## src/rtl/alu_arbiter.sv

```systemverilog
// alu_arbiter: lets two requesters take turns on one shared combinational ALU.
// Each accepted operation is registered onto the ALU ports. The result and
// flags are captured ALU_LAT cycles later and held as a response until the
// consumer takes it. On a tie, the requester that was not served last wins.
// Optional statistics counters are built only when the macro
// ALU_ARB_STATS_EN is defined.
module alu_arbiter #(
    parameter int WIDTH   = 64,
    parameter int ALU_LAT = 1
) (
    input  logic             clk,
    input  logic             reset_n,
    input  logic             req0_valid,
    output logic             req0_ready,
    input  logic [2:0]       req0_op,
    input  logic [WIDTH-1:0] req0_a,
    input  logic [WIDTH-1:0] req0_b,
    input  logic             req1_valid,
    output logic             req1_ready,
    input  logic [2:0]       req1_op,
    input  logic [WIDTH-1:0] req1_a,
    input  logic [WIDTH-1:0] req1_b,
    output logic             rsp_valid,
    input  logic             rsp_ready,
    output logic             rsp_id,
    output logic [WIDTH-1:0] rsp_result,
    output logic [3:0]       rsp_flags,
    output logic             rsp_err,
`ifdef ALU_ARB_STATS_EN
    output logic [31:0]      stat_cnt0,
    output logic [31:0]      stat_cnt1,
    output logic [15:0]      stat_err,
`endif
    output logic [WIDTH-1:0] alu_a,
    output logic [WIDTH-1:0] alu_b,
    output logic [2:0]       alu_cntrl,
    input  logic [WIDTH-1:0] alu_result,
    input  logic             alu_negative,
    input  logic             alu_zero,
    input  logic             alu_overflow,
    input  logic             alu_carry_out
);

    // A zero settle time would capture before the registered operands reach the ALU.
    generate
        if (ALU_LAT < 1) begin : g_bad_lat
            $error("alu_arbiter: ALU_LAT must be >= 1");
        end
    endgenerate

    localparam int CW = (ALU_LAT < 2) ? 1 : $clog2(ALU_LAT + 1);

    typedef enum logic [1:0] {
        S_IDLE = 2'd0,
        S_EXEC = 2'd1,
        S_RESP = 2'd2
    } state_t;

    state_t            r_state;
    state_t            w_next;
    logic              r_last_id;
    logic [CW-1:0]     r_cnt;
    logic [WIDTH-1:0]  r_alu_a;
    logic [WIDTH-1:0]  r_alu_b;
    logic [2:0]        r_alu_cntrl;
    logic              r_rsp_id;
    logic [WIDTH-1:0]  r_rsp_result;
    logic [3:0]        r_rsp_flags;
    logic              r_rsp_err;

    logic              w_idle;
    logic              w_gnt0;
    logic              w_gnt1;
    logic              w_acc0;
    logic              w_acc1;
    logic              w_acc;
    logic [2:0]        w_sel_op;
    logic              w_legal;
    logic              w_rsp_hs;

    // Codes 001 and 111 have no ALU meaning.
    function automatic logic is_legal(input logic [2:0] op);
        return (op != 3'b001) && (op != 3'b111);
    endfunction

    // Only add/sub produce meaningful overflow and carry; clear them for the rest.
    function automatic logic [3:0] mask_flags(input logic [2:0] op, input logic [3:0] f);
        if ((op == 3'b010) || (op == 3'b011))
            return f;
        else
            return {f[3:2], 2'b00};
    endfunction

    assign w_idle   = (r_state == S_IDLE);
    assign w_gnt0   = req0_valid && (!req1_valid || r_last_id);
    assign w_gnt1   = req1_valid && (!req0_valid || !r_last_id);
    assign w_acc0   = w_idle && w_gnt0;
    assign w_acc1   = w_idle && w_gnt1;
    assign w_acc    = w_acc0 || w_acc1;
    assign w_sel_op = w_acc1 ? req1_op : req0_op;
    assign w_legal  = is_legal(w_sel_op);
    assign w_rsp_hs = (r_state == S_RESP) && rsp_ready;

    assign req0_ready = w_acc0;
    assign req1_ready = w_acc1;
    assign rsp_valid  = (r_state == S_RESP);
    assign rsp_id     = r_rsp_id;
    assign rsp_result = r_rsp_result;
    assign rsp_flags  = r_rsp_flags;
    assign rsp_err    = r_rsp_err;
    assign alu_a      = r_alu_a;
    assign alu_b      = r_alu_b;
    assign alu_cntrl  = r_alu_cntrl;

    // State register.
    always_ff @(posedge clk or negedge reset_n) begin
        if (!reset_n)
            r_state <= S_IDLE;
        else
            r_state <= w_next;
    end

    // Next state: illegal ops skip the settle wait and answer at once.
    always_comb begin
        w_next = r_state;
        case (r_state)
            S_IDLE: if (w_acc) w_next = w_legal ? S_EXEC : S_RESP;
            S_EXEC: if (r_cnt == CW'(1)) w_next = S_RESP;
            S_RESP: if (rsp_ready) w_next = S_IDLE;
            default: w_next = S_IDLE;
        endcase
    end

    // Operation latch on accept and result capture when the settle count expires.
    always_ff @(posedge clk or negedge reset_n) begin
        if (!reset_n) begin
            r_last_id    <= 1'b1;
            r_cnt        <= '0;
            r_alu_a      <= '0;
            r_alu_b      <= '0;
            r_alu_cntrl  <= 3'b000;
            r_rsp_id     <= 1'b0;
            r_rsp_result <= '0;
            r_rsp_flags  <= 4'b0000;
            r_rsp_err    <= 1'b0;
        end else if (w_acc) begin
            r_alu_a     <= w_acc1 ? req1_a : req0_a;
            r_alu_b     <= w_acc1 ? req1_b : req0_b;
            r_alu_cntrl <= w_sel_op;
            r_rsp_id    <= w_acc1;
            r_last_id   <= w_acc1;
            r_cnt       <= CW'(ALU_LAT);
            if (!w_legal) begin
                r_rsp_err    <= 1'b1;
                r_rsp_result <= '0;
                r_rsp_flags  <= 4'b0000;
            end
        end else if (r_state == S_EXEC) begin
            r_cnt <= r_cnt - CW'(1);
            if (r_cnt == CW'(1)) begin
                r_rsp_result <= alu_result;
                r_rsp_flags  <= mask_flags(r_alu_cntrl,
                                           {alu_negative, alu_zero, alu_overflow, alu_carry_out});
                r_rsp_err    <= 1'b0;
            end
        end
    end

`ifdef ALU_ARB_STATS_EN
    logic [31:0] r_stat_cnt0;
    logic [31:0] r_stat_cnt1;
    logic [15:0] r_stat_err;

    function automatic logic [31:0] sat_inc32(input logic [31:0] x);
        return (x == 32'hFFFF_FFFF) ? x : x + 32'd1;
    endfunction

    function automatic logic [15:0] sat_inc16(input logic [15:0] x);
        return (x == 16'hFFFF) ? x : x + 16'd1;
    endfunction

    // Completed handshakes per requester and illegal ops seen at accept.
    always_ff @(posedge clk or negedge reset_n) begin
        if (!reset_n) begin
            r_stat_cnt0 <= '0;
            r_stat_cnt1 <= '0;
            r_stat_err  <= '0;
        end else begin
            if (w_rsp_hs) begin
                if (r_rsp_id)
                    r_stat_cnt1 <= sat_inc32(r_stat_cnt1);
                else
                    r_stat_cnt0 <= sat_inc32(r_stat_cnt0);
            end
            if (w_acc && !w_legal)
                r_stat_err <= sat_inc16(r_stat_err);
        end
    end

    assign stat_cnt0 = r_stat_cnt0;
    assign stat_cnt1 = r_stat_cnt1;
    assign stat_err  = r_stat_err;
`endif

endmodule

```

## config.mk

```make
export PLATFORM = sky130hd
export DESIGN_NAME = alu_arbiter
export DESIGN_NICKNAME = d
export VERILOG_FILES = /design/src/rtl/alu_arbiter.sv
export SDC_FILE = /design/constraint.sdc
export NUM_CORES = 1
export LEC_CHECK = 0
export ABC_CLOCK_PERIOD_IN_PS = 4200
export BUFFER_PORTS_ARGS = -buffer_cell sky130_fd_sc_hd__buf_4
export CAP_MARGIN = 20
export CORE_AREA = 2 2 210 212
export CTS_CLUSTER_SIZE = 14
export DETAILED_ROUTE_END_ITERATION = 8
export DIE_AREA = 0 0 212 214
export MAX_ROUTING_LAYER = met4
export PLACE_DENSITY = 0.5
export SLEW_MARGIN = 20
export SYNTH_ARGS = -nofsm -noshare
export SYNTH_HDL_FRONTEND = slang
export SYNTH_SLANG_ARGS = --single-unit
export TNS_END_PERCENT = 50
```

## constraint.sdc

```tcl
create_clock -name clk -period 4.2 [get_ports clk]
set_clock_uncertainty 0.1 [all_clocks]
set_input_delay 0.21 -clock clk [delete_from_list [all_inputs] [get_ports clk]]
set_output_delay 0.21 -clock clk [all_outputs]
set_load 0.02 [all_outputs]
```

---- After elaboration in Yosys (flattened, before gate mapping) ----
Cells that the tools add are included.
word-level totals
  bits in registers ....................... 205
  word-level logic and storage cells ...... 61
  bits in read-only memories .............. 0
  output and inout bits ................... 204
  RAM bits ................................ 0
  bits in latches ......................... 0
  memories ................................ 0
cells by class
  muxes and demuxes ....................... 23
  shift-type cells ........................ 0
  $mul .................................... 0
  div/mod/pow operators ................... 0
  reduce and logical (&&, ||, !) cells .... 17
  add/subtract/negate cells ............... 1
  order comparisons ....................... 0
  equality and inequality tests ........... 10
  bitwise gates (word level) .............. 0
operators with widths
  cell                   number
  $mux W64               6
  $mux W4                4
  $mux W2                5
  $eq A3 B2 Y1 const B   2
  $mux W1                6
  $pmux W2 S3            1
  $reduce_and A3 Y1      2
  $logic_and A1 B1 Y1    5
  $logic_or A1 B1 Y1     4
  $ne A2 B1 Y1 const B   2
  $ne A2 B2 Y1 const B   2
  $reduce_bool A2 Y1     2
  $logic_not A1 Y1       3
  $mux W3                1
  $ne A3 B1 Y1 const B   1
  $ne A3 B3 Y1 const B   1
  $eq A2 B1 Y1 const B   1
  $eq A2 B2 Y1 const B   1
  $logic_not A2 Y1       1
  $sub A1 B1 Y1 const B  1

---- Longest topological paths before layout ----
Gate-level depths: netlist (run 1).
  depth after elaboration ................. 10
  gate-level depth with buffers ........... 8
  gate-level depth less buffers ........... 6

---- Least setup slack after synthesis (run 1) ----
No wires, ideal clock.
  kind .................................... register -> register
  start point ............................. register r_state[1]
  end point ............................... register r_rsp_flags[0] (netlist: rsp_flags[0])
  slack ................................... 2.053 ns
  required time ........................... 3.972 ns
  arrival ................................. 1.919 ns
  path buffers ............................ 1
  stages on the path, launching flop included .. 8
  path through ............................ dfrtp_1 nor3b_2 nand2_2 inv_4 mux2_2 o211ai_2 buf_6 mux2_1
between the ends
  word-level cells in the longest chain between the ends .. 7
  elaborated cells between the ends (all ways) .. 14
RTL lines
  what                                                 RTL line  source
  start: declaration                                   59        state_t r_state;
  start signal: assignment                             120       r_state <= w_next;
  $logic_not A2 Y1                                     94        assign w_idle = (r_state == S_IDLE);
  $logic_and A1 B1 Y1                                  98        assign w_acc1 = w_idle && w_gnt1;
  $mux W3                                              100       assign w_sel_op = w_acc1 ? req1_op : req0_op;
  $ne A3 B1 Y1 / $ne A3 B3 Y1 (equally long branches)  83        return (op != 3'b001) && (op != 3'b111);
  $logic_and A1 B1 Y1                                  83
  $ne A2 B2 Y1 (no source line)                        n/a
  $reduce_and A3 Y1 (no source line)                   n/a
  end signal: assignment                               162       r_rsp_flags <= mask_flags(r_alu_cntrl,
  end: declaration                                     68        logic [3:0] r_rsp_flags;
Several ways; a longest one is shown, not always the timed one.
A chain may end at the register's enable or synchronous reset.

---- Worst setup path in the final report (run 1) ----
  start point ............................. register r_last_id
  end point ............................... register r_alu_a[53] (netlist: alu_a[53])
between the ends
  word-level cells in the longest chain between the ends .. 5
  elaborated cells between the ends (all ways) .. 9
RTL lines
  what                                                   RTL line  source
  start: declaration                                     61        logic r_last_id;
  start signal: assignment                               151       r_last_id <= w_acc1;
  $logic_not A1 Y1                                       96        assign w_gnt1 = req1_valid && (!req0_valid || !r_last_id);
  $logic_or A1 B1 Y1                                     96
  $logic_and A1 B1 Y1                                    96
  $logic_and A1 B1 Y1                                    98
  $mux W64 / $logic_or A1 B1 Y1 (equally long branches)  147, 99
  end signal: assignment                                 147       r_alu_a <= w_acc1 ? req1_a : req0_a;
  end: declaration                                       63        logic [WIDTH-1:0] r_alu_a;
Several ways; a longest one is shown, not always the timed one.

==> results of run 1 <==
## sequential cells by signal, indices dropped and copies added (netlist names)
name	count
r_cnt	1
alu_b	64
alu_cntrl	3
rsp_flags	4
alu_a	64
r_state	2
rsp_id	1
rsp_err	1
r_last_id	1
rsp_result	64
## layer usage
layer | vias up | part of all wire [%] | global-route usage (%)
li1 | 5067 | - | -
met1 | 5053 | 41 | 20.3
met2 | 416 | 48 | 29.1
met3 | 85 | 6.6 | 3.97
met4 | 0 | 3.6 | 6.15
met5 | - | 0 | -
## final cells by class
cell class / instances / area [um^2] / share of cell area, %
multi-input cells: 689 / 3640 / 20.2
inverters: 5 / 21.3 / 0.118
clock inverters: 9 / 173 / 0.959
clock buffers: 37 / 753 / 4.18
repair buffers: 886 / 7550 / 42.0
well taps: 585 / 732 / 4.07
flip-flops and latches: 205 / 5130 / 28.5
## cell families (layout without fill, tap and decap cells)
| family | Yosys count | in the layout | synth area share [%] |
|---|---|---|---|
| AND/OR/NAND/NOR | 474 | 474 | 21.7 |
| XOR/XNOR | 2 | 2 | 0.192 |
| multiplexers | 3 | 3 | 0.370 |
| flip-flops | 205 | 205 | 56.2 |
| AO/OA/AOI/OAI | 210 | 210 | 17.2 |
| buffers and inverters | 91 | 937 | 4.38 |
## stage by stage
stage	util, %	instances	total power [uW]	setup WS, ns	hold WS, ns
floorplan	-	985	7030	2.05	-0.186
global placement	32.1	2038	9640	1.50	0.219
detailed placement	32.1	2038	9700	1.49	0.218
CTS	42.0	2416	13500	0.932	0.00848
global route	42.0	2416	14300	0.689	0.00855
finish	42.0	2416	13500	0.915	0.0243
## where the power goes
part | internal [uW] | switching (uW)
combinational | 3630 | 3860
clock | 1540 | 899
sequential | 2960 | 588
## what timing repair did
item                                   4_1_cts  5_1_grt
endpoints found under the hold margin      290        0
hold buffers                               332        0
buffers inserted                             0        0
## worst max-delay path: stages (launching register included)
cell	delay [ns]
dfstp_2	0.55
nand2_1	0.12
nand2_4	0.11
buf_4	0.49
buf_4	0.76
nand2_1	0.13
a31oi_1	0.20
dlygate4sd3_1	0.57
## Yosys cell counts, drive strengths merged
cell type / instances
a211o: 1
a21bo: 66
a21boi: 1
a21oi: 1
a221o: 1
a31oi: 131
and4b: 2
buf: 29
clkbuf: 57
dfrtp: 204
dfstp: 1
inv: 5
mux2: 3
nand2: 268
nand3: 2
nand4: 67
nor2: 133
nor3b: 1
o211ai: 1
o21a: 2
o21ai: 5
o311ai: 1
or3: 1
xnor2: 2
## worst max-delay path by stage
stage                    start  cells past startpoint           end  slack [ns]
floorplan           r_state[1]                      7  rsp_flags[0]        2.05
global placement     r_last_id                      6     alu_a[20]        1.50
detailed placement   r_last_id                      6     alu_a[45]        1.49
CTS                  r_last_id                      7     alu_a[45]        0.93
global route         r_last_id                      7     alu_a[53]        0.69
finish               r_last_id                      7     alu_a[53]        0.91
==> results.sh, run 1 <==
export IMPL_dr_pass1_iters=4
export IMPL_path_clk_slew_ns=0.06
export IMPL_crit_type="flip-flop to flip-flop"
export IMPL_cts_root_buffer="clkbuf_16"
export IMPL_yosys_top_cells_area="dfrtp_1 (56%), nand2_1 (11%), a31oi_1 (9.0%), nor2_1 (5.5%), nand4_1 (4.6%)"
export IMPL_hold_viol_final=0
export IMPL_syn_area_per_cell_um2=9.27
export IMPL_vias=10600
export IMPL_initial_core_util_pct=21.3
export IMPL_final_common_cell="buf_4"
export IMPL_dp_hpwl_um=26100
export IMPL_r2r_end="alu_a[53]"
export IMPL_gp_congestion=0.813
export IMPL_seq_area_frac_synth_pct=56.2
export IMPL_synth_top_area_share_pct=55.9
export IMPL_reg2reg_depth=7
export IMPL_std_cell_rows=76
export IMPL_cts_tree="built"
export IMPL_period_minus_slack_ns=3.29
export IMPL_cts_num_sinks=205
export IMPL_worstHoldPathType="input port to flip-flop"
export IMPL_arrival_ns=3.66
export IMPL_cts_buffer_depth=3
export IMPL_most_common_layout_cells="buf_4 (548), dlygate4sd3_1 (332), nand2_1 (266), dfrtp_1 (204), nor2_1 (133)"
export IMPL_layout_drive_gt1_share_pct=34.4
export IMPL_wirelength_um=40100
export IMPL_synthCells=985
export IMPL_die_w_um=212
export IMPL_fin_tns_setup_ns=0
export IMPL_cp_required_ns=4.57
export IMPL_first_global_vias=11100
export IMPL_ir_drop_mv=0.346
export IMPL_power_leakage_uw=0.00859
export IMPL_rsz0062_at_grt="false"
export IMPL_r2r_start="r_last_id"
export IMPL_final_period_utilization_pct=78.2
export IMPL_syn_num_nets=1320
export IMPL_viasPerCell=4.40
export IMPL_drv_slew=0
export IMPL_coreArea_um2=42900
export IMPL_grtUsageTotal_pct=17.4
export IMPL_hold_end="rsp_id"
export IMPL_powerDensity_nw_per_um2=749
export IMPL_r2r_setup_slack_ns=0.91
export IMPL_setup_violations=0
export IMPL_drc_errors=0
export IMPL_antenna_found_initial=0
export IMPL_synth_largest_area_cell="dfrtp_1"
export IMPL_diodes=0
export IMPL_antenna_left=0
export IMPL_netlist_area_um2=9130
export IMPL_die_height_um=214
export IMPL_dpl_cell_area_um2=13700
export IMPL_cp_start_kind="flip-flop"
export IMPL_synth_cell_types=32
export IMPL_drtIter0Drc=704
export IMPL_clkLatencyLatePin_ns=0.54
export IMPL_die_area_um2=45400
export IMPL_worstMarginPinSlew_ns=0.901
export IMPL_slew_headroom_pct=39.9
export IMPL_fin_area_um2=18000
export IMPL_wire_per_inst_um=16.6
export IMPL_nNetsFinal=2148
export IMPL_h_tree_depth=1
export IMPL_outcome="finished, final reports clean"
export IMPL_grt_pass1_wl_um=61300
export IMPL_post_cts_resized=0
export IMPL_portBuffers=538
export IMPL_crit_path_end_kind="flip-flop"
export IMPL_overflow=0
export IMPL_ys_seq_elements=205
export IMPL_maxCapViolCount=0
export IMPL_cp_max_fo=77
export IMPL_fill_cells=4113
export IMPL_cts_buffers=26
export IMPL_yosysWarningCount=0
export IMPL_min_from="req1_valid"
export IMPL_syn2layout_area_growth_pct=97.1
export IMPL_whs_path_depth=3
export IMPL_num_io_pins=539
export IMPL_grt_max_degree=93
export IMPL_fmax_mhz=304
(Power assumes the default switching activity.)
==> inputs of run 2 (changes only) <==
--- a/config.mk
+++ b/config.mk
@@ -5,7 +5,7 @@
 export SDC_FILE = /design/constraint.sdc
 export NUM_CORES = 1
 export LEC_CHECK = 0
-export ABC_CLOCK_PERIOD_IN_PS = 4200
+export ABC_CLOCK_PERIOD_IN_PS = 3100
 export BUFFER_PORTS_ARGS = -buffer_cell sky130_fd_sc_hd__buf_4
 export CAP_MARGIN = 20
 export CORE_AREA = 2 2 210 212
==> constraint.sdc (replaced) <==
create_clock -name clk -period 3.1 [get_ports clk]
set_clock_uncertainty 0.1 [all_clocks]
set_input_delay 0.155 -clock clk [delete_from_list [all_inputs] [get_ports clk]]
set_output_delay 0.155 -clock clk [all_outputs]
set_load 0.02 [all_outputs]
==> run 2 against run 1 <==
Clock power is 11% higher; register-to-register slack worse by 0.63 ns; fmax increased by 17%; global-route usage rose by 0.090 points; power up 31%; largest power group unchanged.
==> results.sh, run 2 (same netlist as run 1, synthesis figures left out) <==
export IMPL_outcome="finished, final reports clean"
export IMPL_seq_area_um2=5130
export IMPL_multi_input_area_um2=3640
export IMPL_power_frac_comb_pct=57.6
export IMPL_cts_tree="built"
export IMPL_drtIter0Drc=671
export IMPL_power_share_switching_pct=40.4
export IMPL_hold_viol_final=0
export IMPL_most_common_layout_cells="buf_4 (549), dlygate4sd3_1 (336), nand2_1 (266), dfrtp_1 (204), nor2_1 (133)"
export IMPL_cp_required_ns=3.46
export IMPL_p_int_uw=10600
export IMPL_slew_headroom_pct=37.1
export IMPL_nNetsFinal=2155
export IMPL_net_switching_power_uw=7170
export IMPL_wirelength_um=39900
export IMPL_totalPowerFinal_uw=17700
export IMPL_die_w_um=212
export IMPL_drc_errors=0
export IMPL_rsz0062_at_grt="false"
export IMPL_crit_type="flip-flop to flip-flop"
export IMPL_p_clk_share_pct=15.2
export IMPL_layout_drive_gt1_share_pct=34.1
export IMPL_syn2layout_area_growth_pct=96.0
export IMPL_drv_slew=0
export IMPL_crit_path_end_kind="flip-flop"
export IMPL_ir_drop_mv=0.575
export IMPL_dp_worst_setup_slack_ns=0.621
export IMPL_final_period_utilization_pct=90.9
export IMPL_cp_cell_sequence="nor3b_2 -> nand2_4 -> inv_4 -> buf_4 -> nand2_1 -> a31oi_1 -> dlygate4sd3_1"
export IMPL_stdcell_count=2420
export IMPL_grt_max_degree=99
export IMPL_dpl_cell_count=2042
export IMPL_holdWs_ns=0.119
export IMPL_crit_buf_inv=3
export IMPL_grt_pass1_wl_um=61700
export IMPL_viasPerCell=4.40
export IMPL_gp_congestion=0.812
export IMPL_wire_per_inst_um=16.5
export IMPL_num_io_pins=539
export IMPL_power_leakage_uw=0.00854
export IMPL_std_cell_rows=76
export IMPL_cts_buffer_depth=3
export IMPL_antenna_left=0
export IMPL_arrival_ns=3.18
export IMPL_cts_root_buffer="clkbuf_16"
export IMPL_clkLatencyLatePin_ns=0.52
export IMPL_h_tree_depth=1
export IMPL_die_area_um2=45400
export IMPL_dp_hpwl_um=27000
export IMPL_cts_num_sinks=205
export IMPL_first_global_vias=11200
export IMPL_powerDensity_nw_per_um2=990
export IMPL_worstMarginPinSlew_ns=0.943
export IMPL_die_height_um=214
export IMPL_setup_slack_ns=0.283
export IMPL_cpPeakStageDelay_ns=0.64
export IMPL_fill_cells=4165
export IMPL_vias=10600
export IMPL_cp_start_kind="flip-flop"
export IMPL_fin_tns_setup_ns=0
export IMPL_portBuffers=538
export IMPL_grtUsageTotal_pct=17.5
export IMPL_crit_slowest_cell="buf_4"
export IMPL_maxCapViolCount=0
export IMPL_cp_max_fo=80
export IMPL_antenna_found_initial=0
export IMPL_path_clk_slew_ns=0.06
export IMPL_overflow=0
export IMPL_final_common_cell="buf_4"
export IMPL_worstHoldPathType="input port to async pin"
export IMPL_crit_family="buffers and inverters"
export IMPL_dr_pass1_iters=6
export IMPL_coreArea_um2=42900
export IMPL_period_minus_slack_ns=2.82
export IMPL_initial_core_util_pct=21.3
export IMPL_cts_buffers=25
export IMPL_fmax_mhz=355
export IMPL_seqPwrFrac_pct=27.2
export IMPL_setup_violations=0
export IMPL_diodes=0
export IMPL_cts_setup_buffers=0
## run 2: changes by cell type in the layout (fill, tap and decap cells not counted), moves of 2 or more
cell           previous run  this run
buf_12                    5         8
bufinv_16                 5         0
clkbuf_1                  6        10
dlygate4sd3_1           332       336
clkbuf_16                27        25
## run 2: final cells by class
class                      instances  share of cell area (%)
clock buffer                      38                    3.93
clock inverter                     4                   0.112
inverter                           5                   0.119
multi-input combinational        689                    20.3
sequential                       205                    28.7
tap                              585                    4.09
timing repair buffer             894                    42.8
## run 2: power groups by stage
stage	clock network [uW]	logic, uW	registers [uW]
5_1_grt	2890	11000	4990
3_3_place_gp	0	8300	4810
3_5_place_dp	0	8370	4840
2_1_floorplan	0	3280	6240
6_report	2700	10200	4820
4_1_cts	2790	10200	4820
## run 2: layer usage
metal  share of wire (%)  vias to the layer above  global-route usage (%)
li1                    -                     5067                       -
met5                   0                        -                       -
met3                 7.0                       58                    4.22
met2                  50                      390                    29.7
met1                  40                     5129                    20.3
met4                 3.0                        0                    5.19
## run 2: stage by stage
stage,cell area [um^2],util (%)
2_1_floorplan,9130,-
3_3_place_gp,13800,32.2
3_5_place_dp,13800,32.2
4_1_cts,17900,41.7
5_1_grt,17900,41.7
6_report,17900,41.7
## run 2: worst paths after layout
kind                                startpoint              to  slack (ns)  cells past startpoint
worst max-delay path                r_state[1]       alu_a[12]        0.28                      7
worst max register to register      r_state[1]       alu_a[12]        0.28                      7
worst min-delay path                   reset_n       alu_a[44]        0.12                      2
max in group asynchronous              reset_n       alu_b[44]        2.00                      3
worst min register to register  rsp_result[26]  rsp_result[26]        0.38                      1
min in group clk                    req0_op[0]    alu_cntrl[0]        0.19                      4
## run 2: timing repair
action / in CTS / in global routing
endpoints found under the hold margin: 276 / 0
hold buffers: 336 / 0
gates resized for setup: 0 / 0
==> inputs of run 3 (changes only) <==
--- a/config.mk
+++ b/config.mk
@@ -5,15 +5,15 @@
 export SDC_FILE = /design/constraint.sdc
 export NUM_CORES = 1
 export LEC_CHECK = 0
-export ABC_CLOCK_PERIOD_IN_PS = 3100
+export ABC_CLOCK_PERIOD_IN_PS = 2500
 export BUFFER_PORTS_ARGS = -buffer_cell sky130_fd_sc_hd__buf_4
 export CAP_MARGIN = 20
-export CORE_AREA = 2 2 210 212
+export CORE_AREA = 2 2 207 209
 export CTS_CLUSTER_SIZE = 14
 export DETAILED_ROUTE_END_ITERATION = 8
-export DIE_AREA = 0 0 212 214
+export DIE_AREA = 0 0 209 211
 export MAX_ROUTING_LAYER = met4
-export PLACE_DENSITY = 0.5
+export PLACE_DENSITY = 0.53
 export SLEW_MARGIN = 20
 export SYNTH_ARGS = -nofsm -noshare
 export SYNTH_HDL_FRONTEND = slang
==> constraint.sdc (replaced) <==
create_clock -name clk -period 2.5 [get_ports clk]
set_clock_uncertainty 0.1 [all_clocks]
set_input_delay 0.125 -clock clk [delete_from_list [all_inputs] [get_ports clk]]
set_output_delay 0.125 -clock clk [all_outputs]
set_load 0.02 [all_outputs]
==> run 3 against run 2 <==
Count of clock-buffer cells in the layout decreased by 3; clock power increased by 24%; design area increased by 1.6%; global-route usage increased by 0.23 points; flip-flop and latch count unchanged; utilization increased by 1.8 points; sequential power increased by 25%; first-iteration DRC count decreased by 0.60%; sequential share of layout area decreased by 0.44 points; worst hold slack got worse by 0.092 ns; fmax increased by 17%; critical path depth increased by 1; largest power group unchanged; highest routed layer unchanged.
==> results.sh, run 3 (same netlist as run 1, synthesis figures left out) <==
export IMPL_outcome="finished, final reports clean"
export IMPL_diodes=0
export IMPL_crit_path_end_kind="flip-flop"
export IMPL_power_leakage_uw=0.00870
export IMPL_drc_errors=0
export IMPL_cts_num_sinks=205
export IMPL_dpl_cell_area_um2=13800
export IMPL_syn2layout_area_growth_pct=99.1
export IMPL_portBuffers=538
export IMPL_powerDensity_nw_per_um2=1250
export IMPL_overflow=0
export IMPL_std_cell_rows=75
export IMPL_antenna_left=0
export IMPL_crit_type="flip-flop to flip-flop"
export IMPL_slew_headroom_pct=58.9
export IMPL_viasPerCell=4.62
export IMPL_layout_drive_gt1_share_pct=34.8
export IMPL_grtUsageTotal_pct=17.7
export IMPL_arrival_ns=2.78
export IMPL_period_minus_slack_ns=2.41
export IMPL_cp_start_kind="flip-flop"
export IMPL_gp_congestion=0.814
export IMPL_final_period_utilization_pct=96.5
export IMPL_die_height_um=211
export IMPL_cts_tree="built"
export IMPL_path_clk_slew_ns=0.06
export IMPL_dpl_cell_count=2003
export IMPL_setup_violations=0
export IMPL_die_w_um=209
export IMPL_fin_area_um2=18200
export IMPL_wirelength_um=42600
export IMPL_dr_pass1_iters=5
export IMPL_fill_cells=4011
export IMPL_worstMarginPinSlew_ns=0.617
export IMPL_antenna_found_initial=0
export IMPL_die_area_um2=44100
export IMPL_dp_hpwl_um=26000
export IMPL_cp_required_ns=2.87
export IMPL_stdcell_count=2385
export IMPL_wire_per_inst_um=17.8
export IMPL_initial_core_util_pct=21.9
export IMPL_drtIter0Drc=667
export IMPL_ir_drop_mv=0.678
export IMPL_h_tree_depth=1
export IMPL_cts_buffers=25
export IMPL_coreArea_um2=41800
export IMPL_worstHoldPathType="input port to flip-flop"
export IMPL_clkLatencyLatePin_ns=0.53
export IMPL_num_io_pins=539
export IMPL_vias=11000
export IMPL_hold_viol_final=0
export IMPL_first_global_vias=11200
export IMPL_nNetsFinal=2170
export IMPL_cts_buffer_depth=3
export IMPL_drv_slew=0
export IMPL_grt_max_degree=132
export IMPL_rsz0062_at_grt="true"
export IMPL_final_common_cell="buf_4"
export IMPL_maxCapViolCount=0
export IMPL_holdWs_ns=0.0266
export IMPL_grt_pass1_wl_um=61200
export IMPL_fmax_mhz=415
export IMPL_cts_root_buffer="clkbuf_16"
export IMPL_most_common_layout_cells="buf_4 (554), dlygate4sd3_1 (334), nand2_1 (266), dfrtp_1 (203), nor2_1 (132)"
export IMPL_cp_max_fo=38
-- run 3: repair_timing --
action / CTS / global route
hold endpoints to repair: 308 / 0
hold buffers: 335 / 0
resized for setup: 0 / 16
endpoints found under the setup margin: 0 / 101
setup buffers: 0 / 2
-- run 3: where the power goes --
group          switching (uW)  internal, uW  total, uW
Clock                    1440          1900       3340
Sequential               1040          4970       6010
Combinational            6730          6590      13300
Total                    9200         13500      22700
-- run 3: routing by layer --
metal	vias up	share of wire [%]	wire length, um	GRT usage [%]
met2	466	50	21200	30.9
met3	70	6.6	2790	3.88
li1	5104	-	-	-
met1	5372	41	17600	20.7
met5	-	0	0	-
met4	0	2.4	1020	4.53
-- run 3: critical path: stages (launching register included) --
cell,delay (ns)
dfrtp_1,0.45
nor2_2,0.22
buf_4,0.16
o21a_4,0.18
buf_16,0.19
buf_16,0.22
nor2_1,0.07
a31oi_1,0.16
dlygate4sd3_1,0.57
-- run 3: path summary, 6_finish.rpt --
check / from / end / slack, ns / cells past startpoint
min in group asynchronous: reset_n / rsp_result[53] / 0.11 / 2
max in group asynchronous: reset_n / rsp_result[24] / 1.45 / 3
setup / recovery: r_state[1] / alu_b[49] / 0.09 / 8
hold / removal: req0_op[1] / rsp_err / 0.03 / 6
setup reg to reg: r_state[1] / alu_b[49] / 0.09 / 8
hold reg to reg: rsp_result[42] / rsp_result[42] / 0.38 / 1
-- run 3: through the flow --
| step | setup TNS [ns] | setup slack, ns | power, uW | utilization [%] |
|---|---|---|---|---|
| floorplan | 0 | 0.353 | 11800 | - |
| global placement | 0 | 0.217 | 16300 | 33.2 |
| detailed placement | 0 | 0.173 | 16400 | 33.2 |
| CTS | 0 | 0.0250 | 22000 | 42.9 |
| global route | -0.0490 | -0.0225 | 24000 | 43.6 |
| finish | 0 | 0.0883 | 22700 | 43.6 |
-- run 3: area by class of cell --
type	instances	area, um^2	area share (%)
Clock buffer	35	693	3.81
Clock inverter	3	20.0	0.110
Inverter	5	31.3	0.172
Multi-Input combinational cell	689	3640	20.0
Sequential cell	205	5130	28.2
Tap cell	539	674	3.71
Timing Repair Buffer	909	7990	43.9
